### src/rtl/tl_pkg.sv
// Shared lamp codes, phase encoding and per-lamp decode for the intersection arbiter.
package tl_pkg;

    localparam int unsigned LAMP_W = 3;

    localparam logic [LAMP_W-1:0] LAMP_GRN = 3'b100;
    localparam logic [LAMP_W-1:0] LAMP_YEL = 3'b010;
    localparam logic [LAMP_W-1:0] LAMP_RED = 3'b001;

    typedef enum logic [1:0] {
        GREEN  = 2'd0,
        YELLOW = 2'd1,
        ALLRED = 2'd2
    } phase_t;

    // Lamp shown by one approach: only the owner ever leaves red.
    function automatic logic [LAMP_W-1:0] lamp_of(phase_t phase, logic is_owner);
        logic [LAMP_W-1:0] lamp;
        lamp = LAMP_RED;
        if (is_owner && phase == GREEN) begin
            lamp = LAMP_GRN;
        end else if (is_owner && phase == YELLOW) begin
            lamp = LAMP_YEL;
        end
        return lamp;
    endfunction

endpackage

### src/rtl/rr_next_sel.sv
// Combinational round-robin picker: first requesting approach after owner, with wrap.
// When no other approach requests, next_id holds the current owner and found is low.
module rr_next_sel
    import tl_pkg::*;
#(
    parameter int unsigned N_APP = 4,
    localparam int unsigned ID_W = $clog2(N_APP)
) (
    input  logic [N_APP-1:0] req,
    input  logic [ID_W-1:0]  owner,
    output logic [ID_W-1:0]  next_id,
    output logic             found
);

    int unsigned idx;

    // Scan owner+1, owner+2, ... modulo N_APP; the owner itself is never picked.
    always_comb begin
        next_id = owner;
        found   = 1'b0;
        idx     = 0;
        for (int unsigned k = 1; k < N_APP; k++) begin
            idx = (32'(owner) + k) % N_APP;
            if (!found && req[ID_W'(idx)]) begin
                found   = 1'b1;
                next_id = ID_W'(idx);
            end
        end
    end

endmodule

### src/rtl/intersection_phase_arbiter.sv
// Round-robin right-of-way arbiter for one intersection.
// Each handover runs green -> yellow -> all-red clearance -> next green.
// Optional feature macro: EMERGENCY_PREEMPT_EN adds emg_req/emg_id preemption.
module intersection_phase_arbiter
    import tl_pkg::*;
#(
    parameter int unsigned N_APP     = 4,
    parameter int unsigned GREEN_MIN = 4,
    parameter int unsigned GREEN_MAX = 8,
    parameter int unsigned YEL_CYC   = 3,
    parameter int unsigned CLR_CYC   = 2,
    parameter int unsigned CNT_W     = 5
) (
    input  logic                        clk,
    input  logic                        reset,
    input  logic [N_APP-1:0]            req,
    output logic [LAMP_W*N_APP-1:0]     light,
    output logic [$clog2(N_APP)-1:0]    grant_id,
    output logic                        in_clear
`ifdef EMERGENCY_PREEMPT_EN
    ,
    input  logic                        emg_req,
    input  logic [$clog2(N_APP)-1:0]    emg_id
`endif
);

    localparam int unsigned ID_W = $clog2(N_APP);

    phase_t            state;
    logic [ID_W-1:0]   owner;
    logic [CNT_W-1:0]  timer;

    logic [N_APP-1:0]  owner_oh;
    logic              others;
    logic              own_req;
    logic              green_max_hit;
    logic              leave_green;
    logic [ID_W-1:0]   pick;
    logic              pick_found;
    logic [ID_W-1:0]   next_owner;

    // Full lamp vector for a given phase and owner.
    function automatic logic [LAMP_W*N_APP-1:0] decode_lamps(phase_t phase, logic [ID_W-1:0] own);
        logic [LAMP_W*N_APP-1:0] lamps;
        lamps = '0;
        for (int unsigned i = 0; i < N_APP; i++) begin
            lamps[LAMP_W*i +: LAMP_W] = lamp_of(phase, own == ID_W'(i));
        end
        return lamps;
    endfunction

    rr_next_sel #(
        .N_APP (N_APP)
    ) u_rr_next_sel (
        .req     (req),
        .owner   (owner),
        .next_id (pick),
        .found   (pick_found)
    );

    assign grant_id = owner;

    // Competing demand: the owner's own sensor never counts as a handover request.
    always_comb begin
        owner_oh      = N_APP'(1) << owner;
        others        = |(req & ~owner_oh);
        own_req       = |(req & owner_oh);
        green_max_hit = (timer >= CNT_W'(GREEN_MAX - 1));
    end

    // Decide whether the current green ends at this edge.
    always_comb begin
        leave_green = others &&
                      (((timer >= CNT_W'(GREEN_MIN - 1)) && !own_req) || green_max_hit);
`ifdef EMERGENCY_PREEMPT_EN
        if (emg_req) begin
            leave_green = (owner != emg_id);
        end
`endif
    end

    // Owner for the next green, fixed on the last all-red cycle.
    always_comb begin
        next_owner = pick_found ? pick : owner;
`ifdef EMERGENCY_PREEMPT_EN
        if (emg_req) begin
            next_owner = emg_id;
        end
`endif
    end

    // Phase sequencer with inline phase timer and registered lamp outputs.
    always_ff @(posedge clk or negedge reset) begin
        if (!reset) begin
            state    <= GREEN;
            owner    <= '0;
            timer    <= '0;
            light    <= decode_lamps(GREEN, '0);
            in_clear <= 1'b0;
        end else begin
            case (state)
                GREEN: begin
                    if (leave_green) begin
                        state <= YELLOW;
                        timer <= '0;
                        light <= decode_lamps(YELLOW, owner);
                    end else if (!green_max_hit) begin
                        timer <= timer + CNT_W'(1);
                    end
                end
                YELLOW: begin
                    if (timer == CNT_W'(YEL_CYC - 1)) begin
                        state    <= ALLRED;
                        timer    <= '0;
                        light    <= decode_lamps(ALLRED, owner);
                        in_clear <= 1'b1;
                    end else begin
                        timer <= timer + CNT_W'(1);
                    end
                end
                ALLRED: begin
                    if (timer == CNT_W'(CLR_CYC - 1)) begin
                        state    <= GREEN;
                        timer    <= '0;
                        owner    <= next_owner;
                        light    <= decode_lamps(GREEN, next_owner);
                        in_clear <= 1'b0;
                    end else begin
                        timer <= timer + CNT_W'(1);
                    end
                end
                default: begin
                    state    <= GREEN;
                    timer    <= '0;
                    light    <= decode_lamps(GREEN, owner);
                    in_clear <= 1'b0;
                end
            endcase
        end
    end

endmodule

### config.mk
export PLATFORM = sky130hd
export DESIGN_NAME = intersection_phase_arbiter
export DESIGN_NICKNAME = d
export VERILOG_FILES = /design/src/rtl/tl_pkg.sv /design/src/rtl/rr_next_sel.sv /design/src/rtl/intersection_phase_arbiter.sv
export SDC_FILE = /design/constraint.sdc
export NUM_CORES = 1
export LEC_CHECK = 0
export ABC_AREA = 0
export CORE_MARGIN = 4
export CORE_UTILIZATION = 49
export DETAILED_ROUTE_END_ITERATION = 8
export MAX_ROUTING_LAYER = met4
export PLACE_DENSITY = 0.78
export SLEW_MARGIN = 5
export SYNTH_ARGS = -nofsm -noshare
export SYNTH_HDL_FRONTEND = slang
export SYNTH_SLANG_ARGS = --single-unit
### constraint.sdc
create_clock -name clk -period 2 [get_ports clk]
set_input_delay 0.3 -clock clk [delete_from_list [all_inputs] [get_ports clk]]
set_output_delay 0.3 -clock clk [all_outputs]
set_load 0.05 [all_outputs]
# Word-level counts from Yosys, hierarchy flattened
# Index checks and enable logic that the tools add are counted.
[totals]
register_bits = 22
word_cells = 90
output_inout_bits = 15
in_bits = 6
[op_classes]
mux = 41
n_eq_ne = 14
n_shift = 1
n_addsub = 4
n_reduce_logical = 16
order_cmp = 5
bitwise_logic = 4
[op_table]
columns = ["operator", "count"]
rows = [
  ["12-bit 2-to-1 mux", 3],
  ["12-bit case mux with 3 select lines", 1],
  ["3-bit 2-to-1 mux", 8],
  ["2-bit 2-to-1 mux", 11],
  ["5-bit 2-to-1 mux", 4],
  ["5-bit case mux with 3 select lines", 1],
  ["2-bit == test (second input constant)", 5],
  ["2-bit by 3-bit < comparator with 1-bit output (second input constant)", 3],
  ["4-bit bitwise AND", 2],
  ["1-bit 2-to-1 mux", 8],
  ["4-bit OR reduction", 2],
  ["1-bit binary-select mux with 2-bit select", 3],
  ["2-bit by 1-bit == test with 1-bit output (second input constant)", 3],
  ["2-bit zero test", 3],
  ["2-bit inequality test (second input constant)", 3],
  ["2-bit case mux with 3 select lines", 1],
  ["3-bit AND reduction", 2],
  ["5-bit by 1-bit adder with 5-bit output (second input constant)", 1],
  ["5-bit by 1-bit == test with 1-bit output (second input constant)", 1],
  ["5-bit by 2-bit == test with 1-bit output (second input constant)", 1],
  ["5-bit by 2-bit greater-or-equal comparator with 1-bit output (second input constant)", 1],
  ["5-bit by 3-bit greater-or-equal comparator with 1-bit output (second input constant)", 1],
  ["2-bit adder (second input constant)", 2],
  ["1-bit logical AND", 4],
  ["9 further kinds", 11],
]

# Logic depth before layout (Yosys ltp)
# Gate-level depths: netlist of the first run.
[depth]
depth_word = 15
ltp_mapped = 10
mapped_depth_nobuf = 8

# Hierarchy
# Synthesis of the first run repeated with hierarchy kept, for this count alone.
[hier_totals]
cells_unflattened = 154
area_unflattened_um2 = 1496.4
[by_module_without_submodules]
columns = ["module", "n_inst", "cells_each", "area_per_inst_um2", "seq_area_each_um2"]
rows = [
  ["intersection_phase_arbiter", 1, 138, 1396.3, 555.5],
  ["rr_next_sel", 1, 16, 100.1, 0.0],
]

# Worst setup path before layout of the first run
# Ideal clock, no wire load.
[synth_timing]
path_type = "reg-to-reg"
start = "register owner[0] (netlist: grant_id[0])"
end = "register light[3]"
path_stages_with_launch = 9
slack_ns = -0.447
t_arrival_ns = 2.375
t_required_ns = 1.928
setup_time_ns = 0.072
path_buffers = 1
synth_period_minus_slack_ns = 2.447
path_cell_list = "dfrtp_1 -> buf_2 -> inv_1 -> ha_1 -> o31ai_1 -> o221ai_1 -> nor3_1 -> a221o_1 -> o21ai_1"
[synth_between]
elab_chain_cells = 15
elab_cells_between_ends = 40
cone_classes = "3 x add/sub; 3 x eq/ne; 1 x shift; 19 x mux; 3 x bitwise; 11 x reduce/logical"
[synth_lines]
columns = ["element", "line", "text"]
rows = [
  ["from (decl)", "intersection_phase_arbiter.sv:30", "logic [ID_W-1:0] owner;"],
  ["from (signal assigned)", "intersection_phase_arbiter.sv:125", "owner <= next_owner;"],
  ["2-bit by 1-bit adder with 2-bit output", "rr_next_sel.sv:23", "idx = (32'(owner) + k) % N_APP;"],
  ["1-bit binary-select mux with 2-bit select", "rr_next_sel.sv:24", "if (!found && req[ID_W'(idx)]) begin"],
  ["1-bit 2-to-1 mux (implied by the code)", "rr_next_sel.sv:24", ""],
  ["1-bit 2-to-1 mux", "rr_next_sel.sv:24", ""],
  ["1-bit zero test", "rr_next_sel.sv:24", ""],
  ["1-bit logical AND", "rr_next_sel.sv:24", ""],
  ["1-bit 2-to-1 mux", "rr_next_sel.sv:24", ""],
  ["1-bit zero test", "rr_next_sel.sv:24", ""],
  ["1-bit logical AND", "rr_next_sel.sv:24", ""],
  ["2-bit 2-to-1 mux / 1-bit 2-to-1 mux (equally long branches)", "rr_next_sel.sv:24", ""],
  ["2-bit 2-to-1 mux", "intersection_phase_arbiter.sv:84", "next_owner = pick_found ? pick : owner;"],
  ["2-bit by 1-bit == test with 1-bit output", "intersection_phase_arbiter.sv:47", "lamps[LAMP_W*i +: LAMP_W] = lamp_of(phase, own == ID_W'(i));"],
  ["3-bit 2-to-1 mux", "tl_pkg.sv:20", "if (is_owner && phase == GREEN) begin"],
  ["12-bit 2-to-1 mux", "intersection_phase_arbiter.sv:122", "if (timer == CNT_W'(CLR_CYC - 1)) begin"],
  ["12-bit case mux with 3 select lines", "intersection_phase_arbiter.sv:101", "case (state)"],
  ["to (signal assigned)", "intersection_phase_arbiter.sv:98", "light <= decode_lamps(GREEN, '0);"],
  ["to (signal assigned)", "intersection_phase_arbiter.sv:106", "light <= decode_lamps(YELLOW, owner);"],
  ["to (signal assigned)", "intersection_phase_arbiter.sv:126", "light <= decode_lamps(GREEN, next_owner);"],
  ["to (decl)", "intersection_phase_arbiter.sv:17", "output logic [LAMP_W*N_APP-1:0] light,"],
]
# Parallel ways exist; a longest one is shown, timed or not. The select of a mux whose other input is x is not followed.
# A chain may end at the register's enable or synchronous reset.

# Worst setup path after layout of the first run
[layout_timing]
start = "register timer[1]"
end = "register timer[4]"
[layout_between]
elab_chain_cells = 6
elab_cells_between_ends = 14
cone_classes = "1 x add/sub; 2 x order compare; 3 x eq/ne; 5 x mux; 3 x reduce/logical"
[layout_lines]
columns = ["element", "line", "text"]
rows = [
  ["from (decl)", "intersection_phase_arbiter.sv:31", "logic [CNT_W-1:0] timer;"],
  ["from (signal assigned)", "intersection_phase_arbiter.sv:108", "timer <= timer + CNT_W'(1);"],
  ["from (signal assigned)", "intersection_phase_arbiter.sv:118", "timer <= timer + CNT_W'(1);"],
  ["from (signal assigned)", "intersection_phase_arbiter.sv:129", "timer <= timer + CNT_W'(1);"],
  ["5-bit by 2-bit greater-or-equal comparator with 1-bit output", "intersection_phase_arbiter.sv:74", "(((timer >= CNT_W'(GREEN_MIN - 1)) && !own_req) || green_max_hit);"],
  ["1-bit logical AND", "intersection_phase_arbiter.sv:74", ""],
  ["1-bit logical OR", "intersection_phase_arbiter.sv:74", ""],
  ["1-bit logical AND", "intersection_phase_arbiter.sv:73", "leave_green = others &&"],
  ["5-bit 2-to-1 mux", "intersection_phase_arbiter.sv:103", "if (leave_green) begin"],
  ["5-bit case mux with 3 select lines", "intersection_phase_arbiter.sv:101", ""],
]
# Parallel ways exist; a longest one is shown, timed or not. The select of a mux whose other input is x is not followed.

==> results of run 1 <==
==> per-stage QoR <==
step                      setup slack (ns)  hold slack (ns)  utilization, %
after global routing               -0.0933            0.309            78.6
after CTS                         0.000230            0.320            72.3
after floorplan                     -0.102          0.00441               -
after detailed placement            -0.170            0.453            70.1
final                              0.00108            0.308            78.6
after global placement              -0.141            0.453            70.1
==> registers in the layout, summed over array words and instances (netlist names) <==
name,flops
grant_id,2
in_clear,1
light,12
state,2
timer,5
==> per-layer routing <==
metal	GRT usage [%]	wire (um)	share of wire, %
met1	26.2	1860	43
met2	36.5	2210	51
met3	3.02	216	5.0
met4	4.85	34	0.79
met5	-	0	0
==> logic make-up after synthesis <==
logic type,count (synthesis)
multiplexers,4
adder cells (fa/ha/maj),10
flip-flops,22
AND/OR/NAND/NOR,55
buffers and inverters,19
XOR/XNOR,2
AO/OA/AOI/OAI,59
==> power by group through the flow <==
| stage | Clock (mW) | Combinational (mW) | Sequential, mW |
|---|---|---|---|
| 5_1_grt | 0.390 | 3.46 | 0.826 |
| 3_5_place_dp | 0 | 2.74 | 0.785 |
| 2_1_floorplan | 0 | 1.52 | 1.16 |
| 6_report | 0.360 | 3.21 | 0.797 |
| 3_3_place_gp | 0 | 2.69 | 0.774 |
| 4_1_cts | 0.357 | 2.77 | 0.774 |
==> layout make-up <==
type,count,area [um2]
multi-input cells,130,997
fillers,189,611
flip-flops and latches,22,558
repair buffers,63,556
inverters,10,40.0
well taps,31,38.8
clock inverters,1,30.0
clock buffers,3,22.5
==> synthesized netlist by cell type, types with 2 or more instances <==
cell      number  area [um2]
o21ai_1        9        45.0
inv_1         10        37.5
a31oi_1        2        12.5
a21oi_1       13        65.1
o31ai_1        4        30.0
xor2_1         2        17.5
dfrtp_1       18         450
nor3_1         3        15.0
dfstp_2        4         105
a21o_1         2        15.0
mux2_2         2        22.5
clkbuf_1       5        18.8
nor2_1        16        60.1
buf_6          3        33.8
a22oi_1        3        22.5
nand2_1       20        75.1
mux2i_1        2        20.0
nand2b_1       6        37.5
a32oi_1        3        26.3
a221o_1        2        20.0
ha_1          10         125
nor4b_1        2        17.5
o21ai_0        7        35.0
==> repair_timing <==
| action | 4_1_cts | 5_1_grt |
|---|---|---|
| endpoints found under the setup margin | 12 | 22 |
| pin swaps | 1 | 10 |
| buffers inserted | 0 | 5 |
| gates resized for setup | 3 | 38 |
| cloned | 0 | 2 |
==> worst max-delay path by stage <==
| stage | from | end | slack [ns] | cells after the start |
|---|---|---|---|---|
| after global placement | req[3] | light[9] | -0.14 | 7 |
| final | timer[1] | timer[4] | 0.001 | 8 |
| after detailed placement | req[1] | light[3] | -0.17 | 8 |
| after global routing | timer[1] | light[0] | -0.09 | 9 |
| after CTS | timer[0] | light[11] | 0.0002 | 8 |
| after floorplan | grant_id[0] | light[3] | -0.10 | 9 |
==> flow_metrics.py, run 1 <==
metrics = {
    "global_routing": {
        "grt_util_all_layers_pct": 21.2,
        "grt_first_pass_wirelength_um": 6770,
        "grt_pass1_vias": 1482,
        "antenna_found_initial": 0,
        "grt_max_degree": 23,
        "gr-total-overflow": 0,
    },
    "final_layout": {
        "design_area_um2": 2240,
        "area_growth_pct": 48.2,
        "layout_commonest_cell": "buf_4",
        "fin_nets": 246,
        "diodes": 0,
        "layout-drive-gt1-share_pct": 37.1,
        "stdcell_count": 260,
        "layout_common_cells": "38 x buf_4, 16 x nor2_1, 16 x nand2_1, 16 x dfrtp_1",
    },
    "placed_design": {
        "place.gp.congestion": 0.893,
        "port_buffers": 20,
        "dp_hpwl_um": 3060,
        "placed_cell_area_um2": 2000,
        "dpl.cell_count": 250,
    },
    "critical_path": {
        "cp_slowest_cell": "dfrtp_1",
        "r2r_end": "timer[4]",
        "path_cells": "ha_2 > a21o_1 > a211oi_2 > nand2_2 > o31ai_1 > nor2_1 > buf_4 > nor2_1",
        "critPathMaxStageDelay_ns": 0.42,
        "crit_path_start_kind": "flop",
        "r2r_cells": 8,
        "worstSetupPathType": "reg2reg",
        "rrSetupSlack_ns": 0.001,
        "path_max_fanout": 3,
        "cp.required_ns": 2.25,
        "critPathCaptureType": "flop",
        "crit-reg2reg-launch": "timer[1]",
        "path_buf_inv": 1,
        "path_delay_family": "compound AO/OA/AOI/OAI gates",
        "worstPathArrival_ns": 2.25,
        "cp_common_cell": "nor2_1",
    },
    "cts": {
        "cts_tree": "yes",
        "insertion_delay_ns": 0.33,
        "cts.sinks": 22,
        "cts-hold-fix-buffers": 0,
        "cts_made_buffers": 3,
        "cts.htree.levels": 1,
        "clockRootBuffer": "clkbuf_4",
        "clk_pin_slew_worst_paths_ns": 0.14,
        "cts.path.max_buffers": 2,
    },
    "power": {
        "pwr-share-comb_pct": 73.5,
        "power.density_nw_per_um2": 1950,
        "clkPwrFrac_pct": 8.2,
        "p_total_mw": 4.36,
        "p_sw_share_pct": 48.2,
        "intPower_mw": 2.26,
        "power.leakage_nw": 1.03,
        "ir_drop_mv": 0.935,
        "power_switching_mw": 2.11,
        "seqPwrFrac_pct": 18.3,
    },
    "timing": {
        "slew_headroom_pct": 59.3,
        "drv_slew": 0,
        "setup_violations": 0,
        "timing_hold_violations_final": 0,
        "rsz0062_at_grt": "true",
        "tightest_slew_ns": 0.608,
        "tns_ns": 0,
        "finClkSkew_ns": 0.00451,
        "fin_crit_ns": 2.00,
        "fmax_ghz": 0.500,
        "post-route-period-util_pct": 99.9,
    },
    "routing": {
        "avgRoutedWirePerCell_um": 16.6,
        "firstDrtPassIters": 4,
        "drt_iter0_drc": 101,
        "ant_nets": 0,
        "drc": 0,
        "num_vias": 1540,
        "wirelength_um": 4320,
        "avgViaCountPerCell": 5.92,
    },
    "status": {
        "status": "completed",
    },
    "yosys": {
        "yosysWarnings": 0,
        "synthSimpleGateAreaFrac_pct": 17.0,
        "synth_edf_count": 0,
        "syn_nets": 187,
        "netlist_area_um2": 1510,
        "async_flop_share_pct": 100,
        "yosys_most_used_dff": "dfrtp_1",
        "avgSynthCellArea_um2": 8.85,
        "synth_fa_ha_area_share_pct": 8.27,
        "postSynthCellCount": 171,
        "synth_xor_area_share_pct": 1.16,
        "ys_ff_latch": 22,
        "ys_types": 46,
        "muxShareOfSynthArea_pct": 2.81,
        "synth_top_family_by_area": "compound AO/OA/AOI/OAI gates",
        "synth_compound_area_share_pct": 27.7,
        "seq_area_frac_synth_pct": 36.7,
    },
    "floorplan": {
        "initial_core_util_pct": 53.0,
        "die_area_um2": 4040,
        "rows": 19,
        "die_w_um": 63.6,
        "ioPinCount": 21,
        "coreArea_um2": 2850,
        "chipHeight_um": 63.6,
    },
    "run": {
        "max_cap_viol_count": 0,
    },
    "min_path": {
        "hp-class": "in2async",
    },
}
Note: power is estimated with default switching activity, not from simulation.
==> run 2: changes to the inputs <==
--- a/config.mk
+++ b/config.mk
@@ -15,3 +15,4 @@
 export SYNTH_ARGS = -nofsm -noshare
 export SYNTH_HDL_FRONTEND = slang
 export SYNTH_SLANG_ARGS = --single-unit
+export TNS_END_PERCENT = 100
==> results of run 2 <==
Final layout, timing and power as in run 1 (identical DEF).
==> run 3: changes to the inputs <==
--- a/config.mk
+++ b/config.mk
@@ -9,8 +9,9 @@
 export CORE_MARGIN = 4
 export CORE_UTILIZATION = 49
 export DETAILED_ROUTE_END_ITERATION = 8
+export GPL_TIMING_DRIVEN = 0
 export MAX_ROUTING_LAYER = met4
-export PLACE_DENSITY = 0.78
+export PLACE_DENSITY = 0.74
 export SLEW_MARGIN = 5
 export SYNTH_ARGS = -nofsm -noshare
 export SYNTH_HDL_FRONTEND = slang
==> flow_metrics.py, run 3 (synthesis gave the netlist of run 1 again) <==
metrics = {
    "timing": {
        "drv_slew": 0,
        "setup_violations": 13,
        "tightest_slew_ns": 1.01,
        "timing_hold_violations_final": 0,
        "finClkSkew_ns": 0.00403,
        "fmax_ghz": 0.465,
        "final.setup.worst_slack_ns": -0.152,
        "fin_crit_ns": 2.15,
        "slew_headroom_pct": 32.7,
        "post-route-period-util_pct": 108,
        "rsz0062_at_grt": "true",
    },
    "routing": {
        "avgRoutedWirePerCell_um": 20.1,
        "avgViaCountPerCell": 6.56,
        "drt_iter0_drc": 185,
        "num_vias": 1627,
        "ant_nets": 0,
        "wirelength_um": 4990,
        "firstDrtPassIters": 7,
        "drc": 0,
    },
    "final_layout": {
        "diodes": 0,
        "layout-drive-gt1-share_pct": 36.4,
        "largest-register": "light",
        "largest_register_ffs": 12,
        "design_area_um2": 2200,
        "area_growth_pct": 45.6,
        "fin_nets": 234,
        "fillers": 190,
        "reg.largest.list": "light: 12 flops, timer: 5 flops",
        "layout_commonest_cell": "buf_4",
        "layout_common_cells": "25 x buf_4, 18 x nand2_1, 14 x dfrtp_1, 13 x nor2_1, 13 x clkdlybuf4s50_1",
    },
    "global_routing": {
        "grt_pass1_vias": 1462,
        "grt_first_pass_wirelength_um": 7190,
        "gr-total-overflow": 0,
        "grt_util_all_layers_pct": 22.8,
        "grt_max_degree": 23,
        "antenna_found_initial": 0,
    },
    "placed_design": {
        "place.gp.congestion": 0.831,
        "port_buffers": 17,
        "placed_cell_area_um2": 1760,
        "dp_hpwl_um": 2600,
    },
    "cts": {
        "insertion_delay_ns": 0.32,
        "cts_tree": "yes",
        "cts-hold-fix-buffers": 0,
        "clockRootBuffer": "clkbuf_4",
        "cts.path.max_buffers": 2,
        "cts.sinks": 22,
        "cts.htree.levels": 1,
        "cts_made_buffers": 3,
        "clk_pin_slew_worst_paths_ns": 0.14,
    },
    "run": {
        "max_cap_viol_count": 0,
    },
    "critical_path": {
        "worstPathArrival_ns": 2.42,
        "path_max_fanout": 6,
        "cp.required_ns": 2.26,
        "rrSetupSlack_ns": -0.15,
        "critPathCaptureType": "flop",
        "crit_path_start_kind": "flop",
        "worstSetupPathType": "reg2reg",
    },
    "floorplan": {
        "die_w_um": 63.6,
        "rows": 19,
        "die_area_um2": 4040,
        "ioPinCount": 21,
        "chipHeight_um": 63.6,
        "coreArea_um2": 2850,
        "initial_core_util_pct": 53.0,
    },
    "status": {
        "status": "finished with violations",
        "violations": "setup timing",
    },
    "min_path": {
        "hp-class": "reg2reg",
    },
}
## run 3: critical path, stage by stage (launching register included)
cell	delay [ns]
dfrtp_2	0.43
buf_4	0.15
ha_1	0.28
a22oi_2	0.25
o211ai_2	0.17
nand2_2	0.14
o311ai_4	0.11
buf_6	0.17
a221o_1	0.27
o21ai_2	0.11
## run 3: what timing repair did
action | in CTS | in global routing
buffers inserted | 19 | 8
setup endpoints to repair | 19 | 21
resized for setup | 26 | 20
pin swaps | 9 | 4
## run 3: worst paths after layout
check	endpoint	cells past startpoint	from
setup reg to reg	light[0]	9	grant_id[0]
hold / removal	light[6]	2	light[6]
max in group asynchronous	grant_id[1]	1	reset
hold reg to reg	light[6]	2	light[6]
min in group asynchronous	light[0]	1	reset
setup / recovery	light[0]	9	grant_id[0]
## run 3: per-layer routing
metal / wire [um] / track usage [%] / vias to the layer above
met3: 406 / 3.20 / 31
met5: 0 / - / -
met4: 182 / 8.89 / 0
met1: 2000 / 29.1 / 779
li1: - / - / 710
met2: 2410 / 36.6 / 107
## run 3: layout make-up
class                      count  area (um2)  share of cell area, %
buffer                         7        56.3                   2.56
timing repair buffer          44         387                   17.6
clock inverter                 1        30.0                   1.36
multi-input combinational    130        1060                   48.3
sequential                    22         561                   25.5
clock buffer                   3        22.5                   1.02
inverter                      10        43.8                   1.99
tap                           31        38.8                   1.76
## run 3: metrics by stage
step | instances | hold slack [ns] | setup TNS [ns] | util [%] | setup slack (ns)
global placement | 219 | 0.450 | -2.54 | 61.6 | -0.288
floorplan | 171 | 0.00441 | -0.941 | - | -0.102
finish | 248 | 0.470 | -1.05 | 77.2 | -0.152
CTS | 241 | 0.473 | -0.0334 | 72.8 | -0.0169
detailed placement | 219 | 0.454 | -3.19 | 61.6 | -0.304
global route | 248 | 0.497 | -2.24 | 77.2 | -0.200
Power of run 3 is left out: the tool's default activity adds up to more than one toggle a clock period on the data nets, which glitch-free logic cannot reach.
